<file path="config.mk">
export PLATFORM = sky130hd
export DESIGN_NAME = ifetch_unit
export DESIGN_NICKNAME = d
export VERILOG_FILES = /design/src/rtl/ifetch_unit.sv
export SDC_FILE = /design/constraint.sdc
export NUM_CORES = 1
export LEC_CHECK = 0
export BUFFER_PORTS_ARGS = -buffer_cell sky130_fd_sc_hd__buf_2
export CORE_ASPECT_RATIO = 1.25
export CORE_MARGIN = 3
export CORE_UTILIZATION = 51
export CTS_CLUSTER_SIZE = 25
export DETAILED_ROUTE_END_ITERATION = 8
export PLACE_DENSITY_LB_ADDON = 0.12
export SETUP_SLACK_MARGIN = 0.5
export SYNTH_ARGS = -nofsm -noshare
export SYNTH_HDL_FRONTEND = slang
export SYNTH_SLANG_ARGS = --single-unit
</file>
<file path="constraint.sdc">
create_clock -name clk_i -period 7.2 [get_ports clk_i]
set_clock_uncertainty 0.2 [all_clocks]
set_input_delay 0.36 -clock clk_i [delete_from_list [all_inputs] [get_ports clk_i]]
set_output_delay 0.36 -clock clk_i [all_outputs]
set_load 0.02 [all_outputs]
</file>
<file path="src/rtl/ifetch_unit.sv">
`timescale 1ns/1ps
`default_nettype none
// ============================================================================
// Module  : ifetch_unit
// Brief   : single-outstanding instruction fetch FSM with decode-stall buffer
// Rev     : 1.0
// ============================================================================
module ifetch_unit #(
    parameter logic [31:0] NOP_INST = 32'h0000_0000,
    parameter int unsigned MAX_WAIT = 255
) (
    input  logic        clk_i,
    input  logic        rst_i,
    input  logic        start_i,
    input  logic [31:0] pc_i,
    input  logic        flush_i,
    input  logic        id_stall_i,
    input  logic        mem_ack_i,
    input  logic [31:0] mem_data_i,
    output logic        mem_req_o,
    output logic [31:0] mem_addr_o,
    output logic        stall_o,
    output logic [31:0] inst_o,
    output logic [31:0] inst_pc_o,
    output logic        inst_valid_o,
    output logic        err_o
);

    typedef enum logic [1:0] {
        S_IDLE    = 2'd0,
        S_REQ     = 2'd1,
        S_HOLD    = 2'd2,
        S_DISCARD = 2'd3
    } state_t;

    localparam logic [7:0] MAX_WAIT_C = 8'(MAX_WAIT);

    state_t      state_q, state_d;
    logic        mem_req_q, mem_req_d;
    logic [31:0] mem_addr_q, mem_addr_d;
    logic [31:0] inst_q, inst_d;
    logic [31:0] inst_pc_q, inst_pc_d;
    logic        inst_valid_q, inst_valid_d;
    logic        err_q, err_d;
    logic [7:0]  cnt_q, cnt_d;
    logic [31:0] buf_q, buf_d;
    logic [7:0]  cnt_inc_w;
    logic        timeout_w;
    logic        release_w;

    always_comb begin
        state_d      = state_q;
        mem_req_d    = mem_req_q;
        mem_addr_d   = mem_addr_q;
        inst_d       = NOP_INST;
        inst_pc_d    = inst_pc_q;
        inst_valid_d = 1'b0;
        err_d        = err_q;
        cnt_d        = cnt_q;
        buf_d        = buf_q;
        release_w    = 1'b0;
        cnt_inc_w    = (cnt_q == 8'hFF) ? cnt_q : cnt_q + 8'd1;
        // A no-ack cycle that brings the count to MAX_WAIT abandons the request
        timeout_w    = (cnt_inc_w >= MAX_WAIT_C);

        case (state_q)
            S_IDLE: begin
                if (start_i) begin
                    state_d    = S_REQ;
                    mem_req_d  = 1'b1;
                    mem_addr_d = pc_i;
                    cnt_d      = 8'd0;
                end
            end
            S_REQ: begin
                if (mem_ack_i) begin
                    mem_req_d = 1'b0;
                    if (flush_i) begin
                        state_d = S_IDLE;
                    end else if (!id_stall_i) begin
                        release_w    = 1'b1;
                        inst_d       = mem_data_i;
                        inst_pc_d    = mem_addr_q;
                        inst_valid_d = 1'b1;
                        state_d      = S_IDLE;
                    end else begin
                        buf_d   = mem_data_i;
                        state_d = S_HOLD;
                    end
                end else begin
                    cnt_d = cnt_inc_w;
                    if (timeout_w) begin
                        err_d     = 1'b1;
                        mem_req_d = 1'b0;
                        state_d   = S_IDLE;
                    end else if (flush_i) begin
                        state_d = S_DISCARD;
                    end
                end
            end
            S_HOLD: begin
                if (flush_i) begin
                    state_d = S_IDLE;
                end else if (!id_stall_i) begin
                    release_w    = 1'b1;
                    inst_d       = buf_q;
                    inst_pc_d    = mem_addr_q;
                    inst_valid_d = 1'b1;
                    state_d      = S_IDLE;
                end
            end
            S_DISCARD: begin
                // The redirected-away response must still be absorbed before a new request
                if (mem_ack_i) begin
                    mem_req_d = 1'b0;
                    state_d   = S_IDLE;
                end else begin
                    cnt_d = cnt_inc_w;
                    if (timeout_w) begin
                        err_d     = 1'b1;
                        mem_req_d = 1'b0;
                        state_d   = S_IDLE;
                    end
                end
            end
            default: begin
                state_d   = S_IDLE;
                mem_req_d = 1'b0;
            end
        endcase
    end

    always_ff @(posedge clk_i or negedge rst_i) begin
        if (!rst_i) begin
            state_q      <= S_IDLE;
            mem_req_q    <= 1'b0;
            mem_addr_q   <= 32'd0;
            inst_q       <= NOP_INST;
            inst_pc_q    <= 32'd0;
            inst_valid_q <= 1'b0;
            err_q        <= 1'b0;
            cnt_q        <= 8'd0;
            buf_q        <= 32'd0;
        end else begin
            state_q      <= state_d;
            mem_req_q    <= mem_req_d;
            mem_addr_q   <= mem_addr_d;
            inst_q       <= inst_d;
            inst_pc_q    <= inst_pc_d;
            inst_valid_q <= inst_valid_d;
            err_q        <= err_d;
            cnt_q        <= cnt_d;
            buf_q        <= buf_d;
        end
    end

    assign stall_o      = start_i & ~flush_i & ~release_w;
    assign mem_req_o    = mem_req_q;
    assign mem_addr_o   = mem_addr_q;
    assign inst_o       = inst_q;
    assign inst_pc_o    = inst_pc_q;
    assign inst_valid_o = inst_valid_q;
    assign err_o        = err_q;

endmodule
`default_nettype wire

</file>
# After elaboration in Yosys (flattened, before gate mapping)
# Cells that the tools add are included.
word_totals:
  reg_bits: 141
  input_bits: 70
  out_inout_bits: 100
  word_cells: 71
op_classes:
  addsub: 1
  order_cmp: 1
  eq_ne: 11
  mux: 33
  bitwise_logic: 5
  reduce_logical: 11
ops:
  columns: ["op", "n"]
  rows:
  - ["two-way mux 32 bit", 8]
  - ["case mux 32 bit (2 select lines)", 2]
  - ["two-way mux 8 bit", 3]
  - ["two-way mux 2 bit", 10]
  - ["case mux 8 bit (2 select lines)", 1]
  - ["AND reduction 3 bit", 3]
  - ["adder 8 x 1 -> 8 bit, second input constant", 1]
  - ["equality test 8 bit, second input constant", 1]
  - [">= comparator 8 bit, second input constant", 1]
  - ["case mux 2 bit (4 select lines)", 1]
  - ["AND reduction 4 bit", 2]
  - ["two-way mux 1 bit", 6]
  - ["!= test 2 bit, second input constant", 3]
  - ["!= test 3 bit, second input constant", 2]
  - ["equality test 2 bit, second input constant", 2]
  - ["!= test 4 bit, second input constant", 1]
  - ["case mux 1 bit (2 select lines)", 2]
  - ["AND reduction 2 bit", 2]
  - ["nonzero test 2 bit", 2]
  - ["!= test 3 x 1 -> 1 bit, second input constant", 1]
  - ["NOT 1 bit", 3]
  - ["bitwise AND 1 bit", 2]
  - ["equality test 2 x 1 -> 1 bit, second input constant", 1]
  - ["logical NOT 2 bit", 1]
  - ["OR reduction 2 bit", 1]

# Longest topological paths before layout
# Gate-level depths: netlist of the first run.
depth:
  ltp_word: 6
  mapped_depth: 8
  mapped_depth_nobuf: 8

# Worst setup path after synthesis of the first run
# No wires, ideal clock.
synth_path:
  path_type: "register to output"
  start: "reg state_q[0]"
  end: "out stall_o"
  arrival_ps: 1858
  t_required_ps: 6640
  slack_ps: 4782
  path_stages_with_launch: 8
  n_path_buf: 2
  cell_sequence: "dfrtp_1 > inv_1 > ha_1 > and2_1 > clkbuf_1 > clkbuf_1 > o21a_1 > nor3b_1"
synth_via:
  elab_chain_len: 4
  elab_cells_between_ends: 5
  cone_classes: "eq/ne (2); mux (1); bitwise (2)"
synth_rtl:
  columns: ["element", "line", "rtl"]
  rows:
  - ["start, declared", "38", "state_t state_q, state_d;"]
  - ["start signal, assigned", "145", "state_q <= state_d;"]
  - ["equality test 2 bit or equality test 2 x 1 -> 1 bit (tied branches)", null, null]
  - ["case mux 1 bit (2 select lines) (*)", null, null]
  - ["net inst_valid_d", "43", "logic inst_valid_q, inst_valid_d;"]
  - ["NOT 1 bit (*)", "157", "assign stall_o = start_i & ~flush_i & ~release_w;"]
  - ["bitwise AND 1 bit (*)", "157", null]
  - ["end, declared", "22", "output logic stall_o,"]
# The timed path passes the listed nets; every way through them passes the cells marked *.

# Worst setup path after layout of the first run
# Ends and elaborated chain as after synthesis.

==> reports/qor.yml, run 1 <==
timing:
  fmax_ghz: 0.353
  period_share_pct: 39.3
  hold_viol_final: 0
  worst_slack_ns: 4.37
  rsz0062_at_grt: "false"
  period_needed_ns: 2.83
  max_slew_margin_pct: 39.1
  worst_pin_slew_ns: 0.914
  setup_viol: 0
  holdWs_ns: 0.0159
  final_max_slew_viol_count: 0
  fin_tns_setup_ns: 0
synthesis:
  synth_cell_types: 46
  synth_edf_count: 0
  synth_area_leader_cell: "dfrtp_1"
  synth_area_leaders: "dfrtp_1, mux2_2, a22oi_1"
  synth_top_area_share_pct: 61.0
  ys_ff_latch: 141
  ys_warn_count: 0
  synthCells: 414
  ys_async_sr_fraction_pct: 100
  ys_seq_area_share_pct: 61.0
  syn_nets: 489
  synth_area_um2: 5780
  synth_ff_type: "dfrtp_1"
  avgSynthCellArea_um2: 14.0
critical_path:
  slowest_stage: "ha_1"
  crit_type: "register to primary output"
  critPathRequiredTime_ns: 6.64
  arrival_ns: 2.27
  crit_buf_inv: 2
  cp-end-kind: "primary output"
  crit_chain: "inv_1, ha_1, o21a_1, nor3b_1, buf_2"
  crit_family: "adder cells"
  crit_fanout: 34
  cpPeakStageDelay_ns: 0.90
  critPathLaunchType: "register"
finish:
  diodes: 0
  seq_area_um2: 3530
  final_common_cell: "buf_2"
  layout_common_cells: "buf_2, dfrtp_1, mux2_2"
  syn_to_final_growth_pct: 38.0
  multi_input_area_um2: 2140
  drive_gt1_share_pct: 48.2
  n_fill_cell: 719
  final_nets: 719
  final_cells: 789
clocking:
  cts_tree: "done"
  cts_sinks: 141
  worstSkewPairLatency_ns: 0.41
  clk_path_buf_depth: 2
  cts_hold_buf: 59
  cts_root_buffer: "clkbuf_16"
  cts_made_buffers: 17
  htreeDepth: 4
  path_clk_slew_ns: 0.06
  post-cts-setup-buffers: 0
  cts_resized: 0
placement:
  place_inst: 697
  io_buffers: 169
  gp_congestion: 0.839
  dpl.hpwl_mm: 8.20
  dp_slack_ns: 4.38
drt:
  vias: 4236
  drt_iter0_drc: 141
  wl_per_cell_um: 16.6
  drtPass1Iterations: 4
  ant_nets: 0
  vias_per_cell: 5.37
  wl_mm: 13.1
  drc: 0
die:
  die_h_um: 125
  die_x_um: 101
  ios: 170
  rows: 42
  dieArea_um2: 12700
  initial_core_util_pct: 53.4
  core-area_um2: 10800
grt:
  grt_usage_pct: 21.2
  grt_max_degree: 73
  grt-ovfl-total: 0
  grt_antenna_before_repair: 0
  grt_pass1_wl_mm: 21.5
  grt_pass1_vias: 4444
flow_run:
  drv_cap: 0
power:
  finalPower_mw: 3.43
  p_per_area_nw_per_um2: 430
  power.leakage_nw: 3.85
  peakVddDrop_v: 0.000217
status:
  outcome: "finished, final reports clean"
worst_hold_path:
  hold_class: "input port to register"
==> path summary, 6_finish.rpt <==
kind | startpoint | end | slack [ns] | cells past startpoint
max | state_q[0] | stall_o | 4.37 | 5
min | mem_data_i[20] | buf_q[20] | 0.02 | 2
max reg2reg | cnt_q[0] | state_q[0] | 4.57 | 7
min reg2reg | err_o | err_o | 0.26 | 1
max in group asynchronous | rst_i | mem_addr_o[0] | 5.13 | 3
min in group asynchronous | rst_i | mem_addr_o[6] | 0.31 | 2
==> Yosys cell counts (2+ instances only) <==
cell,number
o211a_1,2
a22o_1,3
ha_1,5
and3_1,3
a21o_2,2
nand3_1,3
nand2_1,6
o21a_1,2
nor2b_1,33
buf_1,6
mux2_2,97
and2_1,2
and2b_2,2
a22oi_1,32
nor2_1,10
inv_1,7
o21ai_0,7
dfrtp_1,141
nor3b_1,2
a21oi_1,8
a22o_2,2
clkbuf_1,15
==> flip-flops by register name, indices dropped and copies added, names as in the netlist <==
signal and flops:
buf_q 32, mem_addr_o 32, inst_o 32, mem_req_o 1
state_q 2, err_o 1, inst_valid_o 1, cnt_q 8
inst_pc_o 32
==> per-stage QoR <==
stage,instance area [µm²],utilization [%]
finish,7980,73.7
global route,7980,73.7
CTS,7980,73.7
detailed placement,6750,62.3
global placement,6750,62.3
floorplan,5780,-
==> worst register-to-register path, delay by kind of cell (launching register included) <==
kind / cells / cell delay, ns
AO/OA/AOI/OAI: 4 / 0.95
AND/OR/NAND/NOR: 2 / 0.55
flip-flops: 1 / 0.47
adder cells (fa/ha/maj): 1 / 0.35
==> where the power goes <==
group	leakage [nW]	internal [mW]	switching, mW
sequential	1.76	1.10	0.176
clock	0.304	0.587	0.343
combinational	1.78	0.572	0.658
==> layer usage <==
metal  global-route usage [%]  up-vias  wire length [µm]
li1                         -     1956                 -
met1                     25.9     2086              5230
met2                     36.0      170              6700
met3                     5.40       24               905
met4                     7.98        0               279
met5                        0        -                 0
==> kinds of logic (layout without fill, tap and decap cells) <==
| kind of cell | count (synthesis) | in the layout | synth area share, % |
|---|---|---|---|
| flops | 141 | 141 | 61.0 |
| mux | 98 | 98 | 19.1 |
| compound gates | 71 | 71 | 9.09 |
| simple gates | 69 | 69 | 7.68 |
| buf+inv | 30 | 273 | 2.10 |
| fa+ha+maj | 5 | 5 | 1.08 |
==> layout make-up <==
| class | count | share of cell area (%) |
|---|---|---|
| multi-input cells | 243 | 26.8 |
| repair buffers | 234 | 18.6 |
| clock inverters | 14 | 2.60 |
| inverters | 7 | 0.329 |
| flip-flops and latches | 141 | 44.2 |
| well taps | 132 | 2.07 |
| clock buffers | 18 | 5.38 |
No activity file was read; power rests on OpenSTA's default activity.
==> run 2, diff against run 1 <==
==> constraint.sdc (replaced) <==
create_clock -name clk_i -period 2.65 [get_ports clk_i]
set_clock_uncertainty 0.2 [all_clocks]
set_input_delay 0.1325 -clock clk_i [delete_from_list [all_inputs] [get_ports clk_i]]
set_output_delay 0.1325 -clock clk_i [all_outputs]
set_load 0.02 [all_outputs]
==> run 2 against run 1 <==
Flip-flop and latch count unchanged. Sequential share of layout area is 1.6 points lower. Clock power rose to 2.6 times the previous value. Total power grew to 2.8 times the previous value. Critical endpoint is now state_q[0]. Largest cell class unchanged. Highest routed layer unchanged.
==> reports/qor.yml, run 2 (synthesis gave the netlist of run 1 again) <==
drt:
  wl_mm: 14.2
  met2_length_mm: 7.55
  wl_per_cell_um: 17.5
  vias: 4385
  drtPass1Iterations: 5
  dr_wl_met3_um: 869
  drc: 0
  ant_nets: 0
  highest_layer: "met4"
  drt_iter0_drc: 129
  drt-met1-wl_mm: 5.44
  vias_per_cell: 5.41
clocking:
  cts_made_buffers: 17
  clk_path_buf_depth: 2
  cts_tree: "done"
  cts_root_buffer: "clkbuf_16"
  worstSkewPairLatency_ns: 0.41
  htreeDepth: 4
  cts_sinks: 141
  path_clk_slew_ns: 0.06
grt:
  grt-ovfl-total: 0
  grt_pass1_vias: 4644
  grt_pass1_wl_mm: 22.7
  grt_antenna_before_repair: 0
  grt_usage_pct: 22.6
  grt_max_degree: 65
status:
  outcome: "finished, final reports clean"
finish:
  final_cells: 811
  drive_gt1_share_pct: 51.3
  syn_to_final_growth_pct: 43.4
  layout_common_cells: "buf_2, dfrtp_1, mux2_2"
  diodes: 0
  final_nets: 742
  final_common_cell: "buf_2"
  design_area_um2: 8300
  n_fill_cell: 662
power:
  p_per_area_nw_per_um2: 1170
  power.leakage_nw: 3.98
  peakVddDrop_v: 0.000673
  finalPower_mw: 9.75
critical_path:
  crit_path_end: "state_q[0]"
  slowest_stage: "dfrtp_2"
  cp.depth: 7
  reg2reg_depth: 7
  critPathLaunchType: "register"
  reg2reg_to: "state_q[0]"
  crit_family: "compound AO/OA/AOI/OAI gates"
  crit_fanout: 6
  r2r_setup_slack_ns: 0.45
  r2r-start: "cnt_q[0]"
  crit_buf_inv: 1
  cp-end-kind: "register"
  cpPeakStageDelay_ns: 0.42
  crit_chain: "buf_4, nand3_1, nor2_1, a311o_1, nor4_4, o21ai_2, a221o_1"
  critPathRequiredTime_ns: 2.74
  crit_type: "register to register"
  startpoint: "cnt_q[0]"
  arrival_ns: 2.29
timing:
  final_max_slew_viol_count: 0
  fin_tns_setup_ns: 0
  period_share_pct: 83.2
  period_needed_ns: 2.20
  max_slew_margin_pct: 60.6
  hold_viol_final: 0
  rsz0062_at_grt: "true"
  fmax_ghz: 0.454
  setup_viol: 0
  worst_pin_slew_ns: 0.590
die:
  ios: 170
  dieArea_um2: 12700
  die_h_um: 125
  die_x_um: 101
  initial_core_util_pct: 53.4
  core-area_um2: 10800
  rows: 42
placement:
  io_buffers: 169
  place_inst: 703
  dpl.hpwl_mm: 8.63
  gp_congestion: 0.901
  place_area_um2: 6840
worst_hold_path:
  hold_class: "input port to asynchronous set/reset pin"
flow_run:
  drv_cap: 0
## run 2: changes by cell type in the layout (fill, tap and decap cells not counted), sizes merged
cell         previous run  this run
buf                   175       190
dlygate4sd3            59        66
clkinv                  4         6
bufbuf                  0         1
bufinv                  4         3
clkinvlp                2         1
inv                    11        10
## run 2: area by class of cell
type	instances	area, µm²	share of cell area [%]
inverter	7	26.3	0.317
timing repair buffer	257	1740	21.0
tap	132	165	1.99
clock buffer	18	439	5.29
multi-input combinational	243	2220	26.8
clock inverter	13	165	1.99
sequential	141	3530	42.6
## run 2: how the worst min path moves through the flow
| stage | from | end | slack, ns | cells past startpoint |
|---|---|---|---|---|
| floorplan | rst_i | buf_q[0] | -0.36 | 0 |
| global placement | rst_i | mem_addr_o[8] | -0.05 | 1 |
| detailed placement | rst_i | inst_pc_o[8] | -0.05 | 1 |
| CTS | id_stall_i | inst_valid_o | 0.07 | 4 |
| global route | id_stall_i | inst_valid_o | 0.12 | 4 |
| finish | rst_i | inst_pc_o[8] | 0.08 | 2 |
## run 2: per-stage QoR
step | hold slack (ns) | setup WS, ns | utilization [%]
after detailed placement | -0.0459 | 0.243 | 63.2
final | 0.0766 | 0.446 | 76.6
after global placement | -0.0476 | 0.294 | 63.2
after floorplan | -0.363 | 0.402 | -
after global routing | 0.118 | 0.352 | 76.6
after CTS | 0.0741 | 0.448 | 76.5
## run 2: repair_timing
item | CTS | global route
hold buffers | 66 | 0
endpoints found under the setup margin | 12 | 6
setup buffers | 10 | 0
resized for setup | 16 | 3
cloned | 1 | 0
pin swaps | 7 | 3
hold endpoints to repair | 195 | 0
## run 2: report_power, final
group          internal, mW  switching [mW]  total, mW  leakage [nW]
clock network          1.51           0.904       2.41         0.297
registers              2.99           0.497       3.49          1.76
logic                  1.89            1.96       3.84          1.93
total                  6.38            3.36       9.75          3.98
## run 2: routing by layer
layer	vias up	global-route usage (%)
met1	2201	26.3
met4	0	8.61
met5	-	0
li1	1991	-
met3	21	5.46
met2	172	39.7
==> run 3, diff against run 2 <==
--- a/config.mk
+++ b/config.mk
@@ -8,7 +8,7 @@
 export BUFFER_PORTS_ARGS = -buffer_cell sky130_fd_sc_hd__buf_2
 export CORE_ASPECT_RATIO = 1.25
 export CORE_MARGIN = 3
-export CORE_UTILIZATION = 51
+export CORE_UTILIZATION = 47
 export CTS_CLUSTER_SIZE = 25
 export DETAILED_ROUTE_END_ITERATION = 8
 export PLACE_DENSITY_LB_ADDON = 0.12
==> constraint.sdc (replaced) <==
create_clock -name clk_i -period 1.9 [get_ports clk_i]
set_clock_uncertainty 0.2 [all_clocks]
set_input_delay 0.095 -clock clk_i [delete_from_list [all_inputs] [get_ports clk_i]]
set_output_delay 0.095 -clock clk_i [all_outputs]
set_load 0.02 [all_outputs]
==> run 3 against run 2 <==
Critical path type unchanged. Register-to-register slack worse by 0.85 ns. Die area is 8.0% higher. Critical endpoint unchanged. The run now ends with negative hold slack, negative setup slack left. Flip-flop and latch count stayed put. Worst setup slack worse by 0.85 ns. Via count grew 9.1%.
==> reports/qor.yml, run 3 (synthesis gave the netlist of run 1 again) <==
die:
  dieArea_um2: 13700
  die_h_um: 130
  rows: 44
  initial_core_util_pct: 48.9
  core-area_um2: 11800
  die_x_um: 105
  ios: 170
placement:
  gp_congestion: 0.889
  place_area_um2: 7520
  place_inst: 767
  io_buffers: 169
  dp_slack_ns: -0.382
  dpl.hpwl_mm: 9.57
drt:
  wl_mm: 17.6
  wl_per_cell_um: 19.5
  drt_iter0_drc: 240
  vias_per_cell: 5.28
  ant_nets: 0
  vias: 4782
  drc: 0
  drtPass1Iterations: 4
timing:
  hold_viol_final: 37
  rsz0062_at_grt: "true"
  period_needed_ns: 2.30
  worst_pin_slew_ns: 0.454
  setup_viol: 54
  fmax_ghz: 0.434
  max_slew_margin_pct: 69.7
  period_share_pct: 121
  holdWs_ns: -0.0268
  worst_slack_ns: -0.403
  final_max_slew_viol_count: 0
  fin_tns_setup_ns: -9.93
grt:
  grt_max_degree: 49
  busiest_layer: "met2"
  grt_pass1_wl_mm: 27.4
  grt_usage_pct: 26.0
  grt-ovfl-total: 0
  met3_usage_pct: 6.23
  grt_util_met2_pct: 45.6
  grtUsageMet1_pct: 31.9
  grt_antenna_before_repair: 0
  grt_pass1_vias: 5081
power:
  power.leakage_nw: 4.79
  finalPower_mw: 15.3
  peakVddDrop_v: 0.00106
  p_per_area_nw_per_um2: 1570
status:
  outcome: "complete, but fails checks"
  violations: "negative hold slack, negative setup slack"
clocking:
  cts_sinks: 141
  worstSkewPairLatency_ns: 0.42
  path_clk_slew_ns: 0.06
  htreeDepth: 4
  cts_made_buffers: 17
  cts_root_buffer: "clkbuf_16"
  cts_tree: "done"
  clk_path_buf_depth: 2
finish:
  drive_gt1_share_pct: 62.1
  final_cells: 905
  design_area_um2: 9770
  finalCoreUtilization_pct: 82.5
  syn_to_final_growth_pct: 68.9
  final_common_cell: "buf_2"
  final_nets: 806
  diodes: 0
  layout_common_cells: "buf_2, dfrtp_1, dlygate4sd3_1"
critical_path:
  reg2reg_depth: 9
  critPathRequiredTime_ns: 2.01
  crit_buf_inv: 2
  crit_path_end: "state_q[0]"
  arrival_ns: 2.41
  crit_type: "register to register"
  critPathLaunchType: "register"
  reg2reg_to: "state_q[0]"
  cp-end-kind: "register"
  cpPeakStageDelay_ns: 0.42
  crit_chain: "ha_4, buf_6, a21o_2, a22o_2, o211ai_1, nor4_4, buf_4, o211a_1, a221o_1"
  cp.depth: 9
  crit_family: "compound AO/OA/AOI/OAI gates"
  r2r-start: "cnt_q[0]"
  r2r_setup_slack_ns: -0.40
  slowest_stage: "dfrtp_2"
  startpoint: "cnt_q[0]"
  crit_fanout: 5
worst_hold_path:
  hold_class: "input port to asynchronous set/reset pin"
flow_run:
  drv_cap: 0
[run 3: cell count changes in the layout (fill, tap and decap cells not counted), moves of 20 or more]
cell     change
mux2_2      -64
a22oi_2     +32
buf_4       +20
mux2_4      +64
a22oi_1     -32
buf_6       +23
[run 3: timing repair]
item / in CTS / in global routing
cloned: 12 / 1
buffers inserted: 24 / 3
endpoints found under the hold margin: 240 / 0
setup endpoints to repair: 142 / 142
gates resized for setup: 88 / 26
hold buffers: 66 / 0
pin swaps: 22 / 9
[run 3: final cells by class]
cell class	instances	area [µm²]
sequential	141	3530
timing repair buffer	321	2660
inverter	7	28.8
clock inverter	10	113
clock buffer	22	474
multi-input combinational	243	2760
fill	611	2070
tap	161	201
[run 3: worst min-delay path by stage]
stage | from | end | slack (ns) | cells past startpoint
2_1_floorplan | rst_i | buf_q[0] | -0.40 | 0
3_3_place_gp | rst_i | inst_pc_o[17] | -0.14 | 1
3_5_place_dp | rst_i | mem_addr_o[17] | -0.14 | 1
4_1_cts | rst_i | mem_addr_o[17] | -0.02 | 2
5_1_grt | rst_i | mem_addr_o[17] | 0.01 | 2
6_report | rst_i | mem_addr_o[17] | -0.03 | 2
[run 3: where the power goes]
part,internal [mW],leakage [nW],switching [mW]
Sequential,4.18,1.76,0.808
Clock,2.03,0.286,1.25
Combinational,3.80,2.75,3.28
[run 3: per-layer routing]
metal / vias to the layer above / part of all wire, % / wire (µm)
met2: 166 / 53 / 9300
met5: - / 0 / 0
met4: 0 / 1.5 / 271
met3: 31 / 5.1 / 898
li1: 2141 / - / -
met1: 2444 / 41 / 7150
